File: src/rtl/lsu_mem_port_pkg.sv
// Shared codes, FSM encoding and access-size helpers for the MEM-stage load/store unit.
// Decode codes mirror the pipeline's defines so decode output can be wired straight in.
package lsu_mem_port_pkg;

  localparam logic [3:0] RAM_WE_N = 4'b0000;
  localparam logic [3:0] RAM_WE_B = 4'b0001;
  localparam logic [3:0] RAM_WE_H = 4'b0011;
  localparam logic [3:0] RAM_WE_W = 4'b1111;

  localparam logic [2:0] RAM_EXT_N  = 3'd0;
  localparam logic [2:0] RAM_EXT_B  = 3'd1;
  localparam logic [2:0] RAM_EXT_BU = 3'd2;
  localparam logic [2:0] RAM_EXT_H  = 3'd3;
  localparam logic [2:0] RAM_EXT_HU = 3'd4;

  typedef enum logic [1:0] {
    LSU_IDLE = 2'd0,
    LSU_REQ  = 2'd1,
    LSU_WAIT = 2'd2,
    LSU_DONE = 2'd3
  } lsu_state_e;

  typedef enum logic [1:0] {
    SZ_BYTE = 2'd0,
    SZ_HALF = 2'd1,
    SZ_WORD = 2'd2
  } lsu_size_e;

  typedef struct packed {
    logic [31:0] addr;
    logic [2:0]  ext_op;
    logic        wr;
    logic [3:0]  wstrb;
    logic [31:0] wdata;
  } lsu_acc_t;

  // Loads size from the extension code, stores from the write code; unknown codes act as word.
  function automatic lsu_size_e access_size(input logic       is_load,
                                            input logic [3:0] ram_we,
                                            input logic [2:0] ext_op);
    lsu_size_e sz;
    sz = SZ_WORD;
    if (is_load) begin
      case (ext_op)
        RAM_EXT_B, RAM_EXT_BU: sz = SZ_BYTE;
        RAM_EXT_H, RAM_EXT_HU: sz = SZ_HALF;
        default:               sz = SZ_WORD;
      endcase
    end else begin
      case (ram_we)
        RAM_WE_B: sz = SZ_BYTE;
        RAM_WE_H: sz = SZ_HALF;
        default:  sz = SZ_WORD;
      endcase
    end
    return sz;
  endfunction

  function automatic logic is_misaligned(input lsu_size_e sz, input logic [1:0] addr_lo);
    logic mis;
    case (sz)
      SZ_HALF: mis = addr_lo[0];
      SZ_WORD: mis = (addr_lo != 2'b00);
      default: mis = 1'b0;
    endcase
    return mis;
  endfunction

endpackage

File: src/rtl/lsu_mem_port_if.sv
// SRAM-like request/response data bus between the load/store unit (master) and memory (slave).
interface lsu_mem_port_if;
  logic        data_req;
  logic        data_wr;
  logic [3:0]  data_wstrb;
  logic [31:0] data_addr;
  logic [31:0] data_wdata;
  logic        data_addr_ok;
  logic        data_data_ok;
  logic [31:0] data_rdata;

  modport master (
    output data_req, data_wr, data_wstrb, data_addr, data_wdata,
    input  data_addr_ok, data_data_ok, data_rdata
  );

  modport slave (
    input  data_req, data_wr, data_wstrb, data_addr, data_wdata,
    output data_addr_ok, data_data_ok, data_rdata
  );
endinterface

File: src/rtl/lsu_mem_port_load_ext.sv
// Load lane select and sign/zero extension: shifts the addressed bytes down to bit 0.
module lsu_load_ext
  import lsu_mem_port_pkg::*;
(
  input  logic [31:0] rdata,
  input  logic [1:0]  addr_lo,
  input  logic [2:0]  ext_op,
  output logic [31:0] result
);

  logic [31:0] raw;

  always_comb begin
    raw = rdata >> {addr_lo, 3'b000};
    case (ext_op)
      RAM_EXT_B:  result = {{24{raw[7]}}, raw[7:0]};
      RAM_EXT_BU: result = {24'h0, raw[7:0]};
      RAM_EXT_H:  result = {{16{raw[15]}}, raw[15:0]};
      RAM_EXT_HU: result = {16'h0, raw[15:0]};
      default:    result = raw;
    endcase
  end

endmodule

File: src/rtl/lsu_mem_port.sv
// MEM-stage load/store unit: turns decode store/load codes into single bus transactions
// and stalls the pipeline until each completes; misaligned accesses pulse lsu_ale instead.
//
// state | meaning
// IDLE  | no access in flight; accept an aligned mem_op, flag a misaligned one
// REQ   | data_req held with latched fields until data_addr_ok
// WAIT  | request accepted, waiting for data_data_ok
// DONE  | one-cycle lsu_done, pipeline released
module lsu_mem_port
  import lsu_mem_port_pkg::*;
(
  input  logic                  cpu_clk,
  input  logic                  cpu_rst,
  input  logic                  mem_valid,
  input  logic [3:0]            mem_ram_we,
  input  logic [2:0]            mem_ram_ext_op,
  input  logic                  mem_is_load,
  input  logic [31:0]           mem_addr,
  input  logic [31:0]           mem_wdata,
  output logic                  lsu_stall,
  output logic                  lsu_done,
  output logic [31:0]           lsu_rdata,
  output logic                  lsu_ale,
  lsu_mem_port_if.master        bus
);

  lsu_state_e  state, state_nxt;
  lsu_acc_t    acc_q, acc_new;
  lsu_size_e   sz;
  logic        mem_op, misaligned, accept, capture, req;
  logic [31:0] ext_result;

  assign mem_op     = mem_valid & (mem_is_load | (mem_ram_we != RAM_WE_N));
  assign sz         = access_size(mem_is_load, mem_ram_we, mem_ram_ext_op);
  assign misaligned = is_misaligned(sz, mem_addr[1:0]);

  // Store lanes are replicated so the bus can pick whichever byte lanes the strobes enable.
  always_comb begin
    acc_new.addr   = mem_addr;
    acc_new.ext_op = mem_ram_ext_op;
    acc_new.wr     = ~mem_is_load;
    acc_new.wstrb  = 4'b0000;
    acc_new.wdata  = 32'h0;
    if (!mem_is_load) begin
      case (sz)
        SZ_BYTE: begin
          acc_new.wstrb = 4'b0001 << mem_addr[1:0];
          acc_new.wdata = {4{mem_wdata[7:0]}};
        end
        SZ_HALF: begin
          acc_new.wstrb = 4'b0011 << mem_addr[1:0];
          acc_new.wdata = {2{mem_wdata[15:0]}};
        end
        default: begin
          acc_new.wstrb = 4'b1111;
          acc_new.wdata = mem_wdata;
        end
      endcase
    end
  end

  always_ff @(posedge cpu_clk) begin
    if (cpu_rst) state <= LSU_IDLE;
    else         state <= state_nxt;
  end

  always_comb begin
    state_nxt = state;
    accept    = 1'b0;
    capture   = 1'b0;
    req       = 1'b0;
    lsu_stall = 1'b0;
    lsu_done  = 1'b0;
    lsu_ale   = 1'b0;
    case (state)
      LSU_IDLE: begin
        if (mem_op) begin
          if (misaligned) begin
            lsu_ale = 1'b1;
          end else begin
            accept    = 1'b1;
            lsu_stall = 1'b1;
            state_nxt = LSU_REQ;
          end
        end
      end
      LSU_REQ: begin
        req       = 1'b1;
        lsu_stall = 1'b1;
        if (bus.data_addr_ok) begin
          if (bus.data_data_ok) begin
            capture   = 1'b1;
            state_nxt = LSU_DONE;
          end else begin
            state_nxt = LSU_WAIT;
          end
        end
      end
      LSU_WAIT: begin
        lsu_stall = 1'b1;
        if (bus.data_data_ok) begin
          capture   = 1'b1;
          state_nxt = LSU_DONE;
        end
      end
      LSU_DONE: begin
        lsu_done  = 1'b1;
        state_nxt = LSU_IDLE;
      end
      default: state_nxt = LSU_IDLE;
    endcase
    // Reset abandons any access in flight; a late data_data_ok then lands in IDLE and is dropped.
    if (cpu_rst) begin
      state_nxt = LSU_IDLE;
      accept    = 1'b0;
      capture   = 1'b0;
      req       = 1'b0;
      lsu_stall = 1'b0;
      lsu_done  = 1'b0;
      lsu_ale   = 1'b0;
    end
  end

  lsu_load_ext u_load_ext (
    .rdata   (bus.data_rdata),
    .addr_lo (acc_q.addr[1:0]),
    .ext_op  (acc_q.ext_op),
    .result  (ext_result)
  );

  always_ff @(posedge cpu_clk) begin
    if (cpu_rst) begin
      acc_q     <= '0;
      lsu_rdata <= 32'h0;
    end else begin
      if (accept)               acc_q     <= acc_new;
      if (capture && !acc_q.wr) lsu_rdata <= ext_result;
    end
  end

  assign bus.data_req   = req;
  assign bus.data_wr    = acc_q.wr;
  assign bus.data_wstrb = acc_q.wstrb;
  assign bus.data_addr  = acc_q.addr;
  assign bus.data_wdata = acc_q.wdata;

endmodule

File: src/flat_wrapper.sv
// flat-port wrapper written by rule: the top's interface ports become plain ports
module lsu_mem_port_flat import lsu_mem_port_pkg::*;
  (cpu_clk, cpu_rst, mem_valid, mem_ram_we, mem_ram_ext_op, mem_is_load, mem_addr, mem_wdata, lsu_stall, lsu_done, lsu_rdata, lsu_ale, bus_data_req, bus_data_wr, bus_data_wstrb, bus_data_addr, bus_data_wdata, bus_data_addr_ok, bus_data_data_ok, bus_data_rdata);
  lsu_mem_port_if bus_i ();
  input  logic cpu_clk;
  input  logic cpu_rst;
  input  logic mem_valid;
  input  logic [3:0] mem_ram_we;
  input  logic [2:0] mem_ram_ext_op;
  input  logic mem_is_load;
  input  logic [31:0] mem_addr;
  input  logic [31:0] mem_wdata;
  output logic lsu_stall;
  output logic lsu_done;
  output logic [31:0] lsu_rdata;
  output logic lsu_ale;
  output wire logic [$bits(bus_i.data_req)-1:0] bus_data_req;
  output wire logic [$bits(bus_i.data_wr)-1:0] bus_data_wr;
  output wire logic [$bits(bus_i.data_wstrb)-1:0] bus_data_wstrb;
  output wire logic [$bits(bus_i.data_addr)-1:0] bus_data_addr;
  output wire logic [$bits(bus_i.data_wdata)-1:0] bus_data_wdata;
  input wire logic [$bits(bus_i.data_addr_ok)-1:0] bus_data_addr_ok;
  input wire logic [$bits(bus_i.data_data_ok)-1:0] bus_data_data_ok;
  input wire logic [$bits(bus_i.data_rdata)-1:0] bus_data_rdata;
  assign bus_data_req = bus_i.data_req;
  assign bus_data_wr = bus_i.data_wr;
  assign bus_data_wstrb = bus_i.data_wstrb;
  assign bus_data_addr = bus_i.data_addr;
  assign bus_data_wdata = bus_i.data_wdata;
  assign bus_i.data_addr_ok = bus_data_addr_ok;
  assign bus_i.data_data_ok = bus_data_data_ok;
  assign bus_i.data_rdata = bus_data_rdata;
  lsu_mem_port u_core (.cpu_clk(cpu_clk), .cpu_rst(cpu_rst), .mem_valid(mem_valid), .mem_ram_we(mem_ram_we), .mem_ram_ext_op(mem_ram_ext_op), .mem_is_load(mem_is_load), .mem_addr(mem_addr), .mem_wdata(mem_wdata), .lsu_stall(lsu_stall), .lsu_done(lsu_done), .lsu_rdata(lsu_rdata), .lsu_ale(lsu_ale), .bus(bus_i));
endmodule
File: config.mk
export PLATFORM = sky130hd
export DESIGN_NAME = lsu_mem_port_flat
export DESIGN_NICKNAME = d
export VERILOG_FILES = /design/src/rtl/lsu_mem_port_pkg.sv /design/src/rtl/lsu_mem_port_if.sv /design/src/rtl/lsu_mem_port_load_ext.sv /design/src/rtl/lsu_mem_port.sv /design/src/flat_wrapper.sv
export SDC_FILE = /design/constraint.sdc
export NUM_CORES = 1
export LEC_CHECK = 0
export BUFFER_PORTS_ARGS = -buffer_cell sky130_fd_sc_hd__buf_2
export CAP_MARGIN = 0
export CORE_MARGIN = 4
export CORE_UTILIZATION = 50
export CTS_CLUSTER_DIAMETER = 100
export DETAILED_ROUTE_END_ITERATION = 16
export GPL_ROUTABILITY_DRIVEN = 0
export GPL_TIMING_DRIVEN = 0
export PLACE_DENSITY_LB_ADDON = 0.08
export SKIP_CTS_REPAIR_TIMING = 1
export SLEW_MARGIN = 25
export SYNTH_ARGS = -nofsm -noshare
export SYNTH_HDL_FRONTEND = slang
export SYNTH_SLANG_ARGS = --single-unit
File: constraint.sdc
create_clock -name cpu_clk -period 3.4 [get_ports cpu_clk]
set_input_delay 0.51 -clock cpu_clk [delete_from_list [all_inputs] [get_ports cpu_clk]]
set_output_delay 0.51 -clock cpu_clk [all_outputs]
set_load 0.02 [all_outputs]
==> summary.md, run 1 <==
| Metric | Value |
|---|---|
| Final Skew | `7.054 ps` |
| CTS max path bufs | `2` |
| CP bufs+invs | `4` |
| Later-pin clock latency in the skew report | `340 ps` |
| Comb pwr share | `a little under two fifths` |
| Crit-path slowest cell | `or3_1` |
| Register share of total power | `36.7%` |
| Area growth from synthesis to layout | `27.31%` |
| Number of synthesized flops with an enable pin | `0` |
| Reg2reg setup slack | `1030 ps` |
| Power Density | `around 560 mW/mm^2` |
| Dominant cell type by area after synthesis | `dfxtp_1` |
| Min Tclk post-route | `about 3300 ps` |
| Wire per inst | `approximately 17 um` |
| Netlist cell types | `50` |
| Internal | `2.629 mW` |
| TritonCTS clock tree | `built` |
| CP Class | `in -> out` |
| Sequential area share after synthesis | `36.81%` |
| Chip width | `115.4 um` |
| Dpl cells | `1003` |
| Most frequent cells in the layout | `buf_2 (232), dfxtp_1 (106), buf_4 (73)` |
| Detail Placement HPWL | `13300 um` |
| Ant diodes | `0` |
| FILL cells | `about 960` |
| Die Y | `115.4 um` |
| Critical Path End Type | `output pin` |
| Pin count of the biggest net entering global routing | `16` |
| Final core occ | `between 60% and 70%` |
| Mapped Area | `0.005764 mm^2` |
| Leakage Power | `3.454 nW` |
| Fin. Hold Viols | `0` |
| Core ar. | `0.01108 mm^2` |
| Max-slew headroom | `approximately 57%` |
| Total power | `between 4 and 5 mW` |
| Commonest non-fill, non-tap cell in the layout | `buf_2` |
| Routed Antenna Nets | `0` |
| Grt ovf | `0` |
| Initial Util | `52.03%` |
| Total negative setup slack | `0 ps` |
| CTS clk-pin slew, worst paths | `approximately 70 ps` |
| Ys async rst share | `0%` |
| Root Driver | `clkbuf_16` |
| CP top delay family | `compound AO/OA/AOI/OAI gates` |
| Mapped Cells | `651` |
| CP Depth | `11` |
| Worst slew pin tran | `637.3 ps` |
| P_sw | `1.457 mW` |
| R2r startpoint | `u_core.state[0]` |
| Final setup vio count | `0` |
| Switching share of total power | `35.67%` |
| Top post-synthesis cells by area | `dfxtp_1 (37%), buf_4 (9.1%), o211ai_1 (7.9%)` |
| Startpoint Class | `input port` |
| Beginning of the critical path | `mem_ram_ext_op[2]` |
| Yosys top cell area share | `a little under two fifths` |
| I/O Buffers | `between 200 and 250` |
| Final WL | `17340 um` |
| Fraction of layout cells with a size suffix above 1 | `39.95%` |
| Residual DRC | `0` |
| Worst slack, placed | `-246.7 ps` |
| First-pass GRT wire length | `27060 um` |
| Final Cycle Share | `95.83%` |
| Die area | `between 0.01 and 0.015 mm^2` |
| CP most frequent cell | `buf_2` |
| Syn avg cell area | `8.854 um^2` |
| Initial antenna violation count | `1` |
| Detailed Routing Iterations Pass 1 | `5` |
| Nets | `994` |
| DRC violation total after the first TritonRoute iteration | `519` |
| Critical Path, Cell by Cell | `buf_2 -> or3_1 -> a31o_2 -> buf_6 -> ha_1 -> o21ai_1 -> a21o_1 -> nand3_4 -> buf_4 -> a21oi_1 -> buf_2` |
| Clock share of power | `25.9%` |
| CP Data Arrival Time | `2750 ps` |
| RSZ-0062 raised after global routing | `false` |
| Slew Viols, Final | `0` |
| Max VDD drop | `0.3212 mV` |
| Vias in the first global route | `approximately 5500` |
| H-tree depth | `3` |
| Num Clock Sinks | `106` |
| Max Clock Freq | `just over 300 MHz` |
| Most common flop cell mapped by yosys | `dfxtp_1` |
| I/O Pins | `approximately 210` |
| # rows | `38` |
| Status | `finished clean` |
| Crit-path max cell delay | `370 ps` |
| Via/cell ratio | `5.580` |
| Syn nets | `about 770` |
| DR vias | `approximately 5700` |
| Max-Cap Viols | `0` |
| CP max FO | `11` |
| Data required, critical path | `2890 ps` |
| Reg2reg end | `u_core.lsu_rdata[21]` |
| Num CTS Buffers | `9` |
| Synthesis Warnings | `0` |
| Flops & latches, synth | `106` |
| Total track usage | `25.37%` |
| Hold WC Path Type | `in -> reg` |
| Setup crit end | `lsu_stall` |
| Reg2reg path depth | `7` |
| Non-Filler Instances | `between 1000 and 1500` |
| Final setup margin | `141.8 ps` |
==> kinds of logic after synthesis <==
family          count (synthesis)  synth area share [%]
xor+xnor                        1                0.1520
compound gates                219                 26.00
fa+ha+maj                       9                 1.954
buf+inv                       161                 15.89
simple gates                  112                 9.573
flops                         106                 36.81
mux                            43                 9.616
==> per-layer routing <==
layer	share of wire, %	global-route usage [%]	wire length, um
met1	41	31.83	7037
met3	8.4	5.421	1458
met2	49	43.36	8516
met4	1.8	8.451	316
met5	0.069	0	12
==> sequential cells by signal (all words and copies together), names as in the netlist <==
signal                 flops
u_core.acc_q               3
u_core.bus.data_addr      32
u_core.bus.data_wdata     32
u_core.bus.data_wr         1
u_core.bus.data_wstrb      4
u_core.lsu_rdata          32
u_core.state               2
==> area by class of cell <==
type | instances | area [um^2] | share of cell area [%]
clock inverter | 2 | 35.03 | 0.4774
clock buffer | 14 | 264.0 | 3.598
tap | 140 | 175.2 | 2.387
timing repair buffer | 214 | 1076 | 14.66
sequential | 106 | 2122 | 28.92
inverter | 42 | 157.7 | 2.148
multi-input combinational | 384 | 2748 | 37.44
buffer | 119 | 760.7 | 10.37
==> metrics by stage <==
stage                     hold WS, ps  instance area, um^2
after global routing            406.1                 7338
after detailed placement        453.2                 7000
after global placement          447.7                 7000
after CTS                       398.3                 7300
final                           404.2                 7338
after floorplan                 433.5                 5764
==> worst register-to-register path: cells and delay by family, from the launching register on <==
kind | cells | cell delay [ps]
buffers and inverters | 3 | 820
AND/OR/NAND/NOR | 2 | 520
flip-flops | 1 | 420
adder cells (fa/ha/maj) | 1 | 310
AO/OA/AOI/OAI | 1 | 170
==> how the worst min path moves through the flow <==
stage	from	end	slack, ps	cells after the start
finish	mem_addr[22]	u_core.bus.data_addr[22]	400	3
global route	mem_addr[26]	u_core.bus.data_addr[26]	410	3
CTS	mem_addr[22]	u_core.bus.data_addr[22]	400	3
detailed placement	u_core.bus.data_wdata[17]	u_core.bus.data_wdata[17]	450	1
global placement	u_core.bus.data_wdata[21]	u_core.bus.data_wdata[21]	450	1
floorplan	u_core.bus.data_wdata[16]	u_core.bus.data_wdata[16]	430	1
==> power by group through the flow <==
stage / clock network, mW / registers (mW) / logic, mW
after global routing: 1.13 / 1.51 / 1.66
after detailed placement: 0 / 1.52 / 1.50
after CTS: 1.07 / 1.50 / 1.51
after global placement: 0 / 1.52 / 1.46
after floorplan: 0 / 1.54 / 1.03
final: 1.06 / 1.50 / 1.53
==> synthesized netlist by cell type, types with 12 or more instances <==
| cell | instances |
|---|---|
| a21oi_1 | 12 |
| a22oi_1 | 17 |
| a311oi_1 | 17 |
| buf_2 | 21 |
| buf_4 | 70 |
| clkbuf_1 | 19 |
| dfxtp_1 | 106 |
| inv_1 | 39 |
| mux2i_1 | 25 |
| nand2_1 | 35 |
| nor2_1 | 40 |
| nor2b_1 | 14 |
| o211ai_1 | 61 |
| o21ai_1 | 60 |
| o2bb2ai_1 | 19 |
No activity file was read; power rests on OpenSTA's default activity.
==> run 2, diff against run 1 <==
--- a/config.mk
+++ b/config.mk
@@ -14,6 +14,7 @@
 export GPL_ROUTABILITY_DRIVEN = 0
 export GPL_TIMING_DRIVEN = 0
 export PLACE_DENSITY_LB_ADDON = 0.08
+export REMOVE_ABC_BUFFERS = 1
 export SKIP_CTS_REPAIR_TIMING = 1
 export SLEW_MARGIN = 25
 export SYNTH_ARGS = -nofsm -noshare
==> run 2 against run 1 <==
Net effect: final area down 6.8%; fmax down 0.70%; die area stayed put; power up 1.6%; non-clock buffer count fell by 112; first-iteration DRC count is 23% lower; sequential cell count unchanged; sequential share of layout area increased by 2.1 points; critical path type unchanged.
==> summary.md, run 2 (synthesis results as in run 1) <==
| Metric | Value |
|---|---|
| Status | `finished clean` |
| Num Clock Sinks | `106 (unchanged)` |
| Commonest non-fill, non-tap cell in the layout | `buf_2` |
| # rows | `38 (unchanged)` |
| Final Skew | `3.997 ps (-3.057 ps)` |
| Clock share of power | `30.6% (+4.7 points)` |
| CP Class | `in -> out` |
| Hold WC Path Type | `in -> reg` |
| Nets | `882 (-11%)` |
| CP most frequent cell | `buf_2` |
| Later-pin clock latency in the skew report | `340 ps (about the same)` |
| CP max FO | `13 (+2)` |
| CTS max path bufs | `2 (unchanged)` |
| Residual DRC | `0 (unchanged)` |
| Max-Cap Viols | `0 (unchanged)` |
| I/O Pins | `214 (unchanged)` |
| Crit-path max cell delay | `390 ps (+20 ps)` |
| Max Clock Freq | `304.8 MHz (-0.70%)` |
| Critical Path, Cell by Cell | `buf_2 -> or3_1 -> a31o_4 -> ha_2 -> o21ai_2 -> a21o_1 -> nand3_4 -> a21oi_1 -> buf_2` |
| DR vias | `5030 (-12%)` |
| CTS clk-pin slew, worst paths | `70 ps (about the same)` |
| Final setup vio count | `0 (unchanged)` |
| Num CTS Buffers | `9 (unchanged)` |
| Leakage Power | `3.070 nW (-11%)` |
| Root Driver | `clkbuf_16` |
| Grt ovf | `0 (unchanged)` |
| H-tree depth | `3 (unchanged)` |
| Switching share of total power | `33.91% (-1.8 points)` |
| Most frequent cells in the layout | `buf_2 (213), dfxtp_1 (104), o211ai_1 (61)` |
| Final core occ | `61.77% (-4.5 points)` |
| Pin count of the biggest net entering global routing | `74 (+58)` |
| Initial antenna violation count | `2 (+1)` |
| Max VDD drop | `0.2950 mV (-8.2%)` |
| Area growth from synthesis to layout | `18.71%` |
| Detailed Routing Iterations Pass 1 | `5 (unchanged)` |
| Register share of total power | `36.9% (+0.2 points)` |
| Worst hold slack | `397.4 ps (-6.801 ps)` |
| P_sw | `1.407 mW (-3.4%)` |
| Total track usage | `22.76% (-2.6 points)` |
| Routed Antenna Nets | `0 (unchanged)` |
| RSZ-0062 raised after global routing | `false` |
| Die Y | `115.4 um (unchanged)` |
| Core ar. | `0.01108 mm^2 (unchanged)` |
| Internal | `2.743 mW (+4.3%)` |
| Final Cycle Share | `96.51% (+0.68 points)` |
| Detail Placement HPWL | `11000 um (-17%)` |
| Fin. Hold Viols | `0 (unchanged)` |
| Reg2reg setup slack | `780 ps (-250 ps)` |
| Beginning of the critical path | `mem_ram_ext_op[2]` |
| Vias in the first global route | `4903 (-11%)` |
| CP Data Arrival Time | `2770 ps (+20 ps)` |
| First-pass GRT wire length | `24410 um (-9.8%)` |
| Critical Path End Type | `output pin` |
| Wire per inst | `16.90 um (-0.48%)` |
| Reg2reg end | `u_core.lsu_rdata[8]` |
| TritonCTS clock tree | `built` |
| Startpoint Class | `input port` |
| Slew Viols, Final | `0 (unchanged)` |
| Max-slew headroom | `45.75% (-12 points)` |
| Setup crit end | `lsu_stall` |
| Reg2reg path depth | `8 (+1)` |
| Comb pwr share | `32.5% (-4.9 points)` |
| R2r startpoint | `u_core.state[0]` |
| Final WL | `15380 um (-11%)` |
| Worst slew pin tran | `810.7 ps (+173.4 ps)` |
| Die area | `0.01331 mm^2 (unchanged)` |
| DRC violation total after the first TritonRoute iteration | `401 (-23%)` |
| Chip width | `115.4 um (unchanged)` |
| Total negative setup slack | `0 ps (unchanged)` |
| Crit-path slowest cell | `or3_1` |
| Data required, critical path | `2890 ps (about the same)` |
| Via/cell ratio | `5.527 (-0.94%)` |
| Fraction of layout cells with a size suffix above 1 | `35.37% (-4.6 points)` |
| I/O Buffers | `213 (+0.47%)` |
| Power Density | `606.5 mW/mm^2 (+8.9%)` |
| Min Tclk post-route | `3281 ps (+23.04 ps)` |
| Initial Util | `52.03% (unchanged)` |
==> run 2: cell count changes in the layout (fill, tap and decap cells not counted), sizes merged <==
| cell | previous run | this run |
|---|---|---|
| buf | 314 | 221 |
| bufinv | 1 | 4 |
| clkbuf | 33 | 11 |
| diode | 0 | 1 |
==> run 2: power groups by stage <==
| stage | registers [mW] | logic, mW | clock network, mW |
|---|---|---|---|
| 3_5_place_dp | 1.56 | 1.35 | 0 |
| 4_1_cts | 1.53 | 1.35 | 1.30 |
| 3_3_place_gp | 1.55 | 1.22 | 0 |
| 6_report | 1.53 | 1.35 | 1.27 |
| 5_1_grt | 1.55 | 1.48 | 1.34 |
| 2_1_floorplan | 1.70 | 0.657 | 0 |
==> run 2: stage by stage <==
stage	setup slack [ps]	power, mW	cell area (um^2)	instances
floorplan	-939.3	2.360	5006	532
global placement	-2813	2.769	6247	885
detailed placement	-288.1	2.904	6447	893
CTS	-289.9	4.185	6815	909
global route	3.625	4.373	6843	910
finish	118.7	4.150	6843	910
==> run 2: worst min-delay path by stage <==
stage / startpoint / to / cells past startpoint
finish: mem_addr[24] / u_core.bus.data_addr[24] / 3
floorplan: u_core.state[1] / u_core.state[1] / 2
CTS: mem_addr[24] / u_core.bus.data_addr[24] / 3
global placement: u_core.bus.data_wdata[21] / u_core.bus.data_wdata[21] / 1
global route: mem_addr[28] / u_core.bus.data_addr[28] / 3
detailed placement: u_core.bus.data_wdata[21] / u_core.bus.data_wdata[21] / 1
==> run 2: metal layers <==
layer	vias to the layer above	share of wire (%)	global-route usage [%]
met1	2311	43	29.19
li1	2511	-	-
met2	180	47	37.38
met4	2	2.4	9.233
met5	-	0.046	0
met3	26	7.9	4.789
==> run 2: area by class of cell <==
type | instances | area [um^2]
Clock inverter | 5 | 125.1
Fill cell | 987 | 4235
Antenna cell | 1 | 2.502
Timing Repair Buffer | 221 | 1222
Multi-Input combinational cell | 384 | 2790
Sequential cell | 106 | 2125
Tap cell | 140 | 175.2
Clock buffer | 11 | 242.7
Inverter | 42 | 160.2
==> run 2: critical path: cells and delay by family <==
family,cells,cell delay (ps)
simple gates,2,580
compound gates,4,1080
fa+ha+maj,1,310
buf+inv,2,300
==> run 3, diff against run 2 <==
--- a/config.mk
+++ b/config.mk
@@ -14,6 +14,7 @@
 export GPL_ROUTABILITY_DRIVEN = 0
 export GPL_TIMING_DRIVEN = 0
 export PLACE_DENSITY_LB_ADDON = 0.08
+export RECOVER_POWER = 25
 export REMOVE_ABC_BUFFERS = 1
 export SKIP_CTS_REPAIR_TIMING = 1
 export SLEW_MARGIN = 25
==> run 3 against run 2 <==
Net effect: clock skew is 1.1 ps higher; highest routed layer unchanged; register-to-register slack hardly changed; sequential share of layout area is 0.30 points higher; die area stayed put; clock-buffer cell count stayed put; final area is 0.95% lower; core utilization is 0.59 points lower; combinational power hardly changed; largest cell class unchanged; global-route usage stayed put; clock power hardly changed; sequential power hardly changed.
==> summary.md, run 3 (synthesis results as in run 1) <==
| Metric | Value |
|---|---|
| Hold WC Path Type | `in -> reg` |
| Area growth from synthesis to layout | `17.58%` |
| Design area | `0.006778 mm^2 (-0.95%)` |
| Final Skew | `5.137 ps (+1.140 ps)` |
| Core ar. | `0.01108 mm^2 (unchanged)` |
| Num CTS Buffers | `9 (unchanged)` |
| Root Driver | `clkbuf_16` |
| I/O Buffers | `213 (unchanged)` |
| Max-Cap Viols | `0 (unchanged)` |
| Via/cell ratio | `5.529 (about the same)` |
| Die area | `0.01331 mm^2 (unchanged)` |
| Placed Area | `0.006447 mm^2 (unchanged)` |
| I/O Pins | `214 (unchanged)` |
| Chip width | `115.4 um (unchanged)` |
| CTS max path bufs | `2 (unchanged)` |
| Detailed Routing Iterations Pass 1 | `5 (unchanged)` |
| Dpl cells | `893 (unchanged)` |
| Initial Util | `52.03% (unchanged)` |
| Leakage Power | `2.848 nW (-7.2%)` |
| Hold_sp | `mem_addr[24]` |
| Total power | `4.143 mW (-0.18%)` |
| Max Clock Freq | `304.1 MHz (-0.22%)` |
| TritonCTS clock tree | `built` |
| Power Density | `611.3 mW/mm^2 (+0.78%)` |
| Die Y | `115.4 um (unchanged)` |
| Reg2reg setup slack | `790 ps (about the same)` |
| Non-Filler Instances | `910 (unchanged)` |
| Min Tclk post-route | `3289 ps (+7.316 ps)` |
| RSZ-0062 raised after global routing | `false` |
| Final Cycle Share | `96.72% (+0.22 points)` |
| Multi-input logic area | `0.002790 mm^2 (unchanged)` |
| Initial antenna violation count | `2 (unchanged)` |
| Pin count of the biggest net entering global routing | `74 (unchanged)` |
| Worst slew pin tran | `801.7 ps (-9.047 ps)` |
| Num Clock Sinks | `106 (unchanged)` |
| Critical Path End Type | `output pin` |
| Detail Placement HPWL | `11000 um (unchanged)` |
| CP max FO | `13 (unchanged)` |
| Fraction of layout cells with a size suffix above 1 | `28.61% (-6.8 points)` |
| First-pass GRT wire length | `24410 um (unchanged)` |
| Final setup margin | `111.4 ps (-7.316 ps)` |
| Seq. cell area | `0.002125 mm^2 (unchanged)` |
| # rows | `38 (unchanged)` |
| Vias in the first global route | `4903 (unchanged)` |
| Nets | `882 (unchanged)` |
| Data required, critical path | `2890 ps (about the same)` |
| Met1 Track Usage GR | `29.19% (unchanged)` |
| Reg2reg path depth | `8 (unchanged)` |
| R2r startpoint | `u_core.state[0]` |
| CP Data Arrival Time | `2780 ps (about the same)` |
| FILL cells | `1013 (+2.6%)` |
| Reg2reg end | `u_core.lsu_rdata[8]` |
| Fin. Hold Viols | `0 (unchanged)` |
| Setup crit end | `lsu_stall` |
| H-tree depth | `3 (unchanged)` |
| CP Class | `in -> out` |
| DRC violation total after the first TritonRoute iteration | `429 (+7.0%)` |
| Slew Viols, Final | `0 (unchanged)` |
| Startpoint Class | `input port` |
| Residual DRC | `0 (unchanged)` |
| Beginning of the critical path | `mem_ram_ext_op[2]` |
| Total track usage | `22.76% (unchanged)` |
| DR vias | `5031 (+0.020%)` |
| Wire per inst | `17.09 um (+1.1%)` |
| GRT busiest layer | `met2` |
| Worst slack, placed | `-288.1 ps (unchanged)` |
| Commonest non-fill, non-tap cell in the layout | `buf_2` |
| CTS clk-pin slew, worst paths | `70 ps (about the same)` |
| M3 GR Usage | `4.789% (unchanged)` |
| Final WL | `15550 um (+1.1%)` |
| Status | `finished clean` |
| Grt ovf | `0 (unchanged)` |
| Max-slew headroom | `46.36% (+0.61 points)` |
| Final setup vio count | `0 (unchanged)` |
| GR Util met2 | `37.38% (unchanged)` |
| Later-pin clock latency in the skew report | `350 ps (about the same)` |
| Most frequent cells in the layout | `buf_2 (161), dfxtp_1 (104), o211ai_1 (61)` |
| Max VDD drop | `0.2956 mV (+0.23%)` |
| Routed Antenna Nets | `0 (unchanged)` |
==> run 3: changes by cell type in the layout (fill, tap and decap cells not counted) <==
| cell | previous run | this run |
|---|---|---|
| buf_2 | 213 | 161 |
| clkbuf_1 | 1 | 53 |
==> run 3: stage by stage <==
stage	hold slack, ps	util (%)	TNS (ps)
after floorplan	499.1	-	-64010
after global placement	439.8	56.39	-215410
after detailed placement	445.4	58.20	-10220
after CTS	381.7	61.52	-546.0
after global routing	399.1	61.18	0
final	394.3	61.18	0
==> run 3: how the worst min path moves through the flow <==
stage	endpoint	cells past startpoint
floorplan	u_core.state[1]	2
global placement	u_core.bus.data_wdata[21]	1
detailed placement	u_core.bus.data_wdata[21]	1
CTS	u_core.bus.data_addr[24]	3
global route	u_core.bus.data_addr[28]	3
finish	u_core.bus.data_addr[24]	3
==> run 3: where the power goes <==
| part | internal [mW] | switching, mW |
|---|---|---|
| logic | 0.516 | 0.816 |
| registers | 1.40 | 0.139 |
| clock network | 0.814 | 0.464 |
| total | 2.72 | 1.42 |
==> run 3: cell type report <==
class | count | share of cell area [%]
diodes | 1 | 0.03692
multi-input cells | 384 | 41.17
well taps | 140 | 2.584
inverters | 42 | 2.363
clock inverters | 5 | 1.846
flip-flops and latches | 106 | 31.35
repair buffers | 221 | 17.08
clock buffers | 11 | 3.581
==> run 3: worst max-delay path, stage by stage <==
cell	delay, ps
buf_2	120
or3_1	390
a31o_4	320
ha_2	310
o21ai_2	250
a21o_1	300
nand3_4	190
a21oi_1	210
buf_2	180
==> run 3: layer usage <==
metal / vias up / share of wire, %
met2: 173 / 46
met3: 28 / 7.5
met1: 2321 / 44
met5: - / 0.045
li1: 2507 / -
met4: 2 / 2.6
